$ cat config.mk
export PLATFORM = sky130hd
export DESIGN_NAME = regfile_dump_reader
export DESIGN_NICKNAME = d
export VERILOG_FILES = /design/src/rtl/regfile_pkg.sv /design/src/rtl/regfile_dump_reader.sv
export SDC_FILE = /design/constraint.sdc
export NUM_CORES = 1
export LEC_CHECK = 0
export ABC_AREA = 1
export BUFFER_PORTS_ARGS = -buffer_cell sky130_fd_sc_hd__buf_2
export CELL_PAD_IN_SITES_DETAIL_PLACEMENT = 1
export CELL_PAD_IN_SITES_GLOBAL_PLACEMENT = 1
export CORE_MARGIN = 4
export CORE_UTILIZATION = 32
export DETAILED_ROUTE_END_ITERATION = 8
export PLACE_DENSITY_LB_ADDON = 0.1
export SETUP_SLACK_MARGIN = 0.3
export SLEW_MARGIN = 30
export SYNTH_ARGS = -nofsm -noshare
export SYNTH_HDL_FRONTEND = slang
export SYNTH_SLANG_ARGS = --single-unit
$ cat constraint.sdc
create_clock -name clk -period 1.5 [get_ports clk]
set_clock_uncertainty 0.15 [all_clocks]
set_input_delay 0.15 -clock clk [delete_from_list [all_inputs] [get_ports clk]]
set_output_delay 0.15 -clock clk [all_outputs]
set_load 0.005 [all_outputs]
$ cat src/rtl/regfile_pkg.sv
// Shared register-file constants and the dump-reader FSM state type.
package regfile_pkg;

    localparam int NUM_REGS = 32;
    localparam int ADDR_W   = 5;
    localparam int DATA_W   = 32;

    typedef enum logic [1:0] {
        IDLE,
        LOAD,
        HOLD,
        DONE
    } dump_state_t;

endpackage

$ cat src/rtl/regfile_dump_reader.sv
// Debug reader that walks the register file read port and streams each register
// out over a valid/ready handshake, one word per LOAD/HOLD pair.
module regfile_dump_reader #(
    parameter int NUM_REGS  = regfile_pkg::NUM_REGS,
    parameter int ADDR_W    = regfile_pkg::ADDR_W,
    parameter int DATA_W    = regfile_pkg::DATA_W,
    parameter int FIRST_REG = 0
) (
    input  logic              clk,
    input  logic              rst,
    input  logic              start,
    input  logic              abort,
    output logic [ADDR_W-1:0] rd_addr,
    input  logic [DATA_W-1:0] rd_data,
    output logic              out_valid,
    input  logic              out_ready,
    output logic [DATA_W-1:0] out_data,
    output logic [ADDR_W-1:0] out_index,
    output logic              out_last,
    output logic              busy,
    output logic              done
);
    import regfile_pkg::*;

    localparam logic [ADDR_W-1:0] FIRST_IDX = ADDR_W'(FIRST_REG);
    localparam logic [ADDR_W-1:0] LAST_IDX  = ADDR_W'(NUM_REGS - 1);

    dump_state_t       r_state;
    dump_state_t       w_nextState;
    logic [ADDR_W-1:0] r_idx;
    logic [DATA_W-1:0] r_outData;
    logic [ADDR_W-1:0] r_outIndex;
    logic              r_outLast;
    logic              r_outValid;

    logic              w_handshake;
    logic              w_load;
    logic              w_advance;
    logic              w_restart;
    logic              w_clearValid;

    assign w_handshake = r_outValid && out_ready;

    always_ff @(posedge clk) begin
        if (rst) begin
            r_state <= IDLE;
        end else begin
            r_state <= w_nextState;
        end
    end

    // Abort overrides any handshake in the same cycle, so it is tested first in every busy state.
    always_comb begin
        w_nextState  = r_state;
        w_load       = 1'b0;
        w_advance    = 1'b0;
        w_restart    = 1'b0;
        w_clearValid = 1'b0;
        case (r_state)
            IDLE: begin
                if (start && !abort) begin
                    w_nextState = LOAD;
                    w_restart   = 1'b1;
                end
            end
            LOAD: begin
                if (abort) begin
                    w_nextState = IDLE;
                    w_restart   = 1'b1;
                end else begin
                    w_nextState = HOLD;
                    w_load      = 1'b1;
                end
            end
            HOLD: begin
                if (abort) begin
                    w_nextState  = IDLE;
                    w_restart    = 1'b1;
                    w_clearValid = 1'b1;
                end else if (w_handshake) begin
                    w_clearValid = 1'b1;
                    if (r_outLast) begin
                        w_nextState = DONE;
                    end else begin
                        w_nextState = LOAD;
                        w_advance   = 1'b1;
                    end
                end
            end
            DONE: begin
                w_nextState = IDLE;
                w_restart   = 1'b1;
            end
            default: begin
                w_nextState = IDLE;
            end
        endcase
    end

    always_ff @(posedge clk) begin
        if (rst) begin
            r_idx      <= FIRST_IDX;
            r_outData  <= '0;
            r_outIndex <= '0;
            r_outLast  <= 1'b0;
            r_outValid <= 1'b0;
        end else begin
            if (w_restart) begin
                r_idx <= FIRST_IDX;
            end else if (w_advance) begin
                r_idx <= r_idx + ADDR_W'(1);
            end
            if (w_load) begin
                r_outData  <= rd_data;
                r_outIndex <= r_idx;
                r_outLast  <= (r_idx == LAST_IDX);
                r_outValid <= 1'b1;
            end else if (w_clearValid) begin
                r_outValid <= 1'b0;
            end
        end
    end

    assign rd_addr   = r_idx;
    assign out_valid = r_outValid;
    assign out_data  = r_outData;
    assign out_index = r_outIndex;
    assign out_last  = r_outLast;
    assign busy      = (r_state == LOAD) || (r_state == HOLD);
    assign done      = (r_state == DONE);

endmodule

==> results.json <==
{
  "critical_path_class": "flop to flop",
  "initial_utilization": 0.329,
  "die_y_um": 83.3,
  "worstRegToRegCells": 6,
  "worstPathArrival_ns": 1.42,
  "startpoint_type": "flop",
  "max_slew_margin": 0.809,
  "ys_types": 21,
  "hold_ws_ns": 0.0691,
  "max_freq_mhz": 720,
  "stdcell_count": 444,
  "crit_path_end_kind": "flop",
  "setup_viol": 0,
  "fin_nets": 415,
  "vias_per_cell": 4.74,
  "timing.final.max_slew_violations": 0,
  "drv_cap": 0,
  "antenna_found_initial": 0,
  "clock_latency_ns": 0.29,
  "pin_count": 83,
  "dpl.cell_count": 386,
  "grt_pass1_wl_um": 10700,
  "power.leakage_nw": 1.57,
  "grt_overflow": 0,
  "synth_seq_cells": 46,
  "final_area_sq_um": 3450,
  "seqCellArea_sq_um": 937,
  "hold_class": "input pin to flop",
  "clock_sinks": 46,
  "grt_max_degree": 30,
  "syn-cell-area_sq_um": 1810,
  "setup_tns_ns": 0,
  "ctsHtreeMaxLevel": 2,
  "grt_setup_unrepaired": "yes",
  "antenna_cells": 0,
  "placed_area_sq_um": 2360,
  "layout-drive-gt1-share": 0.500,
  "drc": 0,
  "crit_required_ns": 1.53,
  "pre_cts_slack_ns": 0.0539,
  "period_needed_ns": 1.39,
  "setup_ws_ns": 0.111,
  "dp_hpwl_um": 3940,
  "ir_worst_vdd_mv": 1.05,
  "tightest_slew_ns": 0.287,
  "routed_wl_um": 7260,
  "layout_common_cells": "80 x buf_2, 41 x dfxtp_1, 38 x nor2_1",
  "hold_viol_final": 0,
  "drtPass1Iterations": 4,
  "clk_pin_slew_ns": 0.08,
  "core_sq_um": 5510,
  "crit_path_end": "out_data[26]",
  "grtUsageTotal": 0.188,
  "ant_nets": 0,
  "clockBufferDepth": 2,
  "syn_to_final_growth_pct": 90.3,
  "crit_start": "r_state[1]",
  "ys.warnings.count": 0,
  "cp_max_fo": 29,
  "synth-seq-area-share": 0.508,
  "outcome": "finished clean",
  "netlist_instances": 236,
  "numPortBuffers": 82,
  "routedWlPerCell_um": 16.4,
  "gp_congestion": 0.737,
  "timing.final.crit_share": 0.926,
  "drtIter0Drc": 57,
  "final_common_cell": "buf_2",
  "r2r_slack_ns": 0.11,
  "grt_pass1_vias": 2145,
  "cts_tree": "yes",
  "die_width_um": 83.3,
  "num_vias": 2106,
  "cts_buffers": 5,
  "die-area_sq_um": 6940,
  "multi_input_area_sq_um": 1190,
  "r2r_end": "out_data[26]",
  "synth_fp_nets": 280,
  "synth_area_per_cell_sq_um": 7.69,
  "cts_root_buf": "clkbuf_8",
  "rows": 27,
  "powerDensity_nw_per_um2": 1510,
  "fill_cells": 645,
  "r2r_start": "r_state[1]"
}
## power breakdown
| part | total [W] | leakage [nW] | switching [W] | internal [W] |
|---|---|---|---|---|
| clock network | 0.000900 | 0.0524 | 0.000401 | 0.000499 |
| registers | 0.00181 | 0.378 | 0.000301 | 0.00151 |
| logic | 0.00250 | 1.14 | 0.00123 | 0.00127 |
## sequential cells by signal, indices dropped and copies added (netlist names)
name and count:
out_valid 1, r_state 2, out_index 5, out_last 1, out_data 32, rd_addr 5
## metrics by stage
stage                     power (W)  utilization
after floorplan             0.00255            -
after global placement      0.00304        0.429
after detailed placement    0.00309        0.429
after CTS                   0.00447        0.548
after global routing        0.00555        0.627
final                       0.00522        0.627
## what timing repair did
item,in CTS,in global routing
buffers inserted,5,8
resized for setup,54,97
endpoints found under the hold margin,33,0
pin swaps,5,19
hold buffers,33,0
cloned,2,2
setup endpoints to repair,49,50
## cells by family after synthesis
family | synth area share
simple gates | 0.237
compound gates | 0.142
flops | 0.508
buf+inv | 0.0607
fa+ha+maj | 0.0483
xor+xnor | 0.00483
## area by class of cell
cell class	instances	area share
clock buffer	7	0.0221
clock inverter	1	0.00870
inverter	9	0.0163
multi-input combinational	169	0.345
sequential	46	0.271
tap	72	0.0261
timing repair buffer	139	0.308
timing repair inverter	1	0.00254
## metal layers
metal | track usage | vias to the layer above | share of wire
met5 | 0 | - | 0
met4 | 0.0535 | 0 | 0.016
met3 | 0.0437 | 10 | 0.041
met2 | 0.345 | 58 | 0.54
met1 | 0.214 | 1013 | 0.40
li1 | - | 1025 | -
## synth_stat cells
library cell | n | area [sq um]
nor2_1 | 75 | 282
dfxtp_1 | 46 | 921
nand2_1 | 29 | 109
o21ai_0 | 29 | 145
o21ai_1 | 10 | 50.1
a21oi_1 | 9 | 45.0
ha_1 | 7 | 87.6
inv_1 | 7 | 26.3
nand3_1 | 4 | 20.0
buf_2 | 3 | 15.0
buf_6 | 3 | 33.8
clkbuf_1 | 3 | 11.3
a21oi_2 | 2 | 17.5
inv_2 | 2 | 7.51
buf_1 | 1 | 3.75
buf_4 | 1 | 7.51
clkbuf_2 | 1 | 5.00
nand2_2 | 1 | 6.26
nand4_1 | 1 | 6.26
nor2_2 | 1 | 6.26
xor2_1 | 1 | 8.76
## critical path, cell delays in order, from the launching register on
cell and delay, ns:
dfxtp_4 0.38, inv_6 0.08, ha_4 0.16, nand2_8 0.08
buf_16 0.19, o21ai_1 0.18, nor2_1 0.06
## how the worst min path moves through the flow
| stage | start | endpoint | slack [ns] | cells after the start |
|---|---|---|---|---|
| 2_1_floorplan | rst | out_valid | 0.07 | 1 |
| 5_1_grt | rst | r_state[0] | 0.09 | 4 |
| 3_3_place_gp | rst | out_valid | 0.19 | 2 |
| 4_1_cts | rst | r_state[1] | 0.03 | 4 |
| 6_report | rst | r_state[0] | 0.07 | 4 |
| 3_5_place_dp | rst | out_valid | 0.19 | 2 |
Power figures use the tool's default switching activity.
